File: src/rtl/gpio_irq_pkg.sv
// Shared register offsets and field positions for the GPIO interrupt aggregator.
// Pure definitions: no latency or backpressure of its own.
package gpio_irq_pkg;
  localparam logic [7:0] ADDR_PENDING    = 8'h00;
  localparam logic [7:0] ADDR_ENABLE     = 8'h04;
  localparam logic [7:0] ADDR_RAW        = 8'h08;
  localparam logic [7:0] ADDR_ACTIVE     = 8'h0C;
  localparam logic [7:0] ADDR_CLAIM      = 8'h10;
  localparam int         CLAIM_VALID_BIT = 31;
endpackage

File: src/rtl/gpio_irq_prio_enc.sv
// Lowest-index-first priority encoder over the active interrupt vector.
// Purely combinational; no backpressure.
module gpio_irq_prio_enc #(
  parameter int NUM_IN = 16,
  parameter int ID_W   = 5
) (
  input  logic [NUM_IN-1:0] vec_i,
  output logic [ID_W-1:0]   id_o,
  output logic              any_o
);

  always_comb begin
    id_o  = '0;
    any_o = |vec_i;
    // Walk downwards so the lowest set index is the last one written.
    for (int i = NUM_IN - 1; i >= 0; i--) begin
      if (vec_i[i]) id_o = ID_W'(i);
    end
  end

endmodule

File: src/rtl/gpio_irq_aggregator.sv
// Rising-edge capture of GPIO interrupt lines into PENDING, masked by ENABLE, ORed into a registered IRQ.
// PENDING sets one edge after INT_IN rises, IRQ one edge later; zero-wait APB3 slave, PREADY tied high.
module gpio_irq_aggregator
  import gpio_irq_pkg::*;
#(
  parameter int NUM_IN = 16,
  parameter int ID_W   = 5
) (
  input  logic              PCLK,
  input  logic              PRESET,
  input  logic [NUM_IN-1:0] INT_IN,
  input  logic [7:0]        PADDR,
  input  logic              PSEL,
  input  logic              PENABLE,
  input  logic              PWRITE,
  input  logic [31:0]       PWDATA,
  output logic [31:0]       PRDATA,
  output logic              PREADY,
  output logic              PSLVERR,
  output logic              IRQ
);

  logic [NUM_IN-1:0] int_q, pending_q, pending_d, enable_q, enable_d;
  logic              irq_q;
  logic [NUM_IN-1:0] rise, active, clr_w1c, clr_claim;
  logic [ID_W-1:0]   claim_id;
  logic              claim_any;
  logic              access, wr, rd;
  logic [7:0]        addr;
  logic              unused_bits;

  assign addr        = {PADDR[7:2], 2'b00};
  assign access      = PSEL & PENABLE;
  assign wr          = access & PWRITE;
  assign rd          = access & ~PWRITE;
  assign rise        = INT_IN & ~int_q;
  assign active      = pending_q & enable_q;
  assign unused_bits = ^{PADDR[1:0], PWDATA[31:NUM_IN]};

  gpio_irq_prio_enc #(
    .NUM_IN(NUM_IN),
    .ID_W  (ID_W)
  ) u_prio_enc (
    .vec_i(active),
    .id_o (claim_id),
    .any_o(claim_any)
  );

  always_comb begin
    clr_w1c   = '0;
    clr_claim = '0;
    if (wr && addr == ADDR_PENDING) clr_w1c = PWDATA[NUM_IN-1:0];
    if (rd && addr == ADDR_CLAIM && claim_any) clr_claim = NUM_IN'(1) << claim_id;
    // A new edge on the same cycle as a clear keeps the bit set.
    pending_d = (pending_q & ~(clr_w1c | clr_claim)) | rise;
    enable_d  = (wr && addr == ADDR_ENABLE) ? PWDATA[NUM_IN-1:0] : enable_q;
  end

  always_comb begin
    PRDATA  = '0;
    PSLVERR = 1'b0;
    if (access) begin
      case (addr)
        ADDR_PENDING: PRDATA[NUM_IN-1:0] = pending_q;
        ADDR_ENABLE:  PRDATA[NUM_IN-1:0] = enable_q;
        ADDR_RAW:     PRDATA[NUM_IN-1:0] = INT_IN;
        ADDR_ACTIVE:  PRDATA[NUM_IN-1:0] = active;
        ADDR_CLAIM: begin
          PRDATA[CLAIM_VALID_BIT] = claim_any;
          PRDATA[ID_W-1:0]        = claim_any ? claim_id : '0;
        end
        default:      PSLVERR = 1'b1;
      endcase
    end
  end

  always_ff @(posedge PCLK) begin
    if (PRESET) begin
      int_q     <= '0;
      pending_q <= '0;
      enable_q  <= '0;
      irq_q     <= 1'b0;
    end else begin
      int_q     <= INT_IN;
      pending_q <= pending_d;
      enable_q  <= enable_d;
      irq_q     <= |active;
    end
  end

  assign PREADY = 1'b1;
  assign IRQ    = irq_q;

endmodule
File: config.mk
export PLATFORM = sky130hd
export DESIGN_NAME = gpio_irq_aggregator
export DESIGN_NICKNAME = d
export VERILOG_FILES = /design/src/rtl/gpio_irq_pkg.sv /design/src/rtl/gpio_irq_prio_enc.sv /design/src/rtl/gpio_irq_aggregator.sv
export SDC_FILE = /design/constraint.sdc
export NUM_CORES = 1
export LEC_CHECK = 0
export BUFFER_PORTS_ARGS = -buffer_cell sky130_fd_sc_hd__buf_2
export CAP_MARGIN = 30
export CORE_MARGIN = 2
export CORE_UTILIZATION = 40
export CTS_BUF_LIST = sky130_fd_sc_hd__clkbuf_8
export DETAILED_ROUTE_END_ITERATION = 6
export PLACE_DENSITY = 0.66
export SLEW_MARGIN = 20
export SYNTH_ARGS = -nofsm -noshare
export SYNTH_HDL_FRONTEND = slang
export SYNTH_SLANG_ARGS = --single-unit
File: constraint.sdc
create_clock -name PCLK -period 3.3 [get_ports PCLK]
set_input_delay 0.33 -clock PCLK [delete_from_list [all_inputs] [get_ports PCLK]]
set_output_delay 0.33 -clock PCLK [all_outputs]
set_load 0.01 [all_outputs]
==> impl_metrics.ini <==
[pwr]
vdd_drop_max_mv = 0.194
intPower_mw = 0.910
power.switching_mw = 0.332
clkPwrFrac = 0.362
power_density_mw_per_mm2 = 383
swShare = 0.267
p_leak_nw = 1.44
power_frac_seq = 0.525
pwr-share-comb = 0.113

[clock_tree]
clk_pin_slew_ns = 0.10
cts_tree = done
cts_buffers = 5
post_cts_buffers = 0
htree_levels = 2
cts_hold_buffers = 0
clk_path_buf_depth = 2
post_cts_resized = 0
cts-root-buf = clkbuf_8
insertion_delay_ns = 0.31
clock-sinks = 49

[logic_synthesis]
seq_area_frac_synth = 0.347
syn_inst = 346
yosys_most_used_dff = dfxtp_1
synth-seq-cells = 49
synth_edf_count = 0
synth_cell_type_count = 45
avgSynthCellArea_um2 = 8.17
synth_warnings = 0
syn_area_mm2 = 0.00283
ys_async_sr_fraction = 0

[timing]
skew_ns = 0.00842
min_period_ns = 2.57
rsz0062_at_grt = no
setup_tns_ns = 0
hold_viol = 0
max_slew.worst_pin.slew_ns = 0.778
timing.fmax_mhz = 389
fin_crit_sh = 0.779
setup_viol = 0
slew_viol_final = 0
slew_headroom = 0.481

[worst_setup_path]
reg2reg_slack_ns = 1.19
r2r-start = pending_q[14]
critPathCaptureType = output port
reg2reg_to = pending_q[6]
cp.required_ns = 2.97
startpoint = pending_q[7]
worstPathArrival_ns = 2.24
r2r_cells = 6
crit_fanout = 10
cp-endpoint = PRDATA[0]
path_class = flip-flop to output port
setup.worst_path.start_class = flip-flop

[floorplanning]
start_util = 0.414
die_w_um = 88.0
rows = 30
die_area_mm2 = 0.00775
coreArea_mm2 = 0.00683
io_pins = 96
fp.dieH_um = 88.0

[final_layout]
layout_commonest_cell = buf_2
post-route-util = 0.475
diodes = 0
final_cell_mix = buf_2 (61), dfxtp_1 (49), nand2_1 (40)
nets = 460
syn2layout_area_growth_pct = 14.8
drive_above_1_share = 0.193

[routing]
vias = 2729
first_pass_iters = 4
wl_per_cell_um = 15.9
dr_wl_met3_um = 479
vias_per_cell = 5.50
wirelength_um = 7890
drc = 0
routed.top_layer = met4
drtIter0Drc = 303
wl_met1_um = 3560
wl_met2_um = 3780
antenna_left = 0

[placed_design]
port_buffers = 61
gp_congestion = 0.817
place_hpwl_um = 5580

[grt]
grt_max_degree = 36
grt_pass1_vias = 2428
track_usage = 0.208
grt_overflow = 0
antenna_found_initial = 0
grt_pass1_wl_um = 12400

[flow_run]
max-cap-violations = 0

[run_status]
status = finished clean

[min_path]
hold_class = input pin to flip-flop
[power by group through the flow]
| stage | logic, mW | registers [mW] | clock network, mW |
|---|---|---|---|
| 3_3_place_gp | 0.136 | 0.661 | 0 |
| 4_1_cts | 0.141 | 0.650 | 0.460 |
| 5_1_grt | 0.158 | 0.655 | 0.488 |
| 2_1_floorplan | 0.101 | 0.654 | 0 |
| 3_5_place_dp | 0.140 | 0.663 | 0 |
| 6_report | 0.141 | 0.651 | 0.450 |
[metal layers]
metal,GRT usage,vias up
met4,0.0510,0
met3,0.0339,5
li1,-,1336
met1,0.278,1297
met2,0.351,91
met5,0,-
[worst min-delay path by stage]
stage / from / endpoint / slack, ns / cells after the start
after floorplan: int_q[10] / pending_q[10] / 0.39 / 1
after global placement: int_q[8] / pending_q[8] / 0.39 / 1
after detailed placement: int_q[8] / pending_q[8] / 0.40 / 1
after CTS: INT_IN[14] / int_q[14] / 0.22 / 3
after global routing: INT_IN[14] / int_q[14] / 0.23 / 3
final: INT_IN[14] / int_q[14] / 0.23 / 3
[sequential cells by signal, indices dropped and copies added, names as in the netlist]
name	cells
enable_q	16
int_q	16
pending_q	16
IRQ	1
[cell families (layout without fill, tap and decap cells)]
logic type             count (synthesis)  count (layout)  synth area share
and+or+nand+nor                      129             129             0.237
DFF                                   49              49             0.347
other                                  2              16           0.00266
AOI/OAI and AO/OA                    102             102             0.256
buffers and inverters                 44              84            0.0864
muxes                                 20              20            0.0709
[synthesized netlist by cell type, types with 2 or more instances]
library cell  count  area share
mux2i_1          20       0.071
nor2b_1          33       0.073
a41o_1            3       0.011
a211oi_1         25       0.066
or3_1             2      0.0044
o211ai_1          6       0.016
o2111ai_1         3      0.0093
a22o_1            3      0.0093
dfxtp_1          49        0.35
buf_4            16       0.043
buf_2             3      0.0053
nand4_1           2      0.0044
nor3b_1           3      0.0080
nand2_1          40       0.053
inv_1            12       0.016
conb_1            2      0.0027
nor2_1           29       0.039
a31oi_1           6       0.013
clkbuf_1         10       0.013
nor3_1            5      0.0089
and3_1            2      0.0044
a32oi_1           3      0.0093
a21oi_1           6       0.011
a32o_1            2      0.0071
buf_6             2      0.0080
a22oi_1          11       0.029
o2bb2ai_1         4       0.012
o21ai_0          21       0.037
o21ai_1           2      0.0035
nand3_1           6       0.011
[critical path, stage by stage (launching register included)]
cell     delay (ns)
dfxtp_1        0.41
nand2_1        0.10
a32o_1         0.27
a221o_1        0.36
o21ai_2        0.40
a22oi_1        0.12
nor2_1         0.13
buf_2          0.14
[final cells by class]
cell class	count	area [um^2]
Clock buffer	5	68.8
Clock inverter	3	47.5
Fill cell	708	3590
Inverter	12	45.0
Multi-Input combinational cell	267	1650
Sequential cell	49	981
Tap cell	96	120
Timing Repair Buffer	64	328
[per-stage QoR]
stage	hold slack (ns)	power, mW	instances	cell area [um^2]	worst slack [ns]
2_1_floorplan	0.389	0.755	360	2880	1.43
3_3_place_gp	0.391	0.798	488	3130	0.864
3_5_place_dp	0.404	0.804	488	3130	0.829
4_1_cts	0.223	1.25	496	3240	0.761
5_1_grt	0.227	1.30	496	3240	0.623
6_report	0.229	1.24	496	3240	0.728
(Power assumes the default switching activity.)
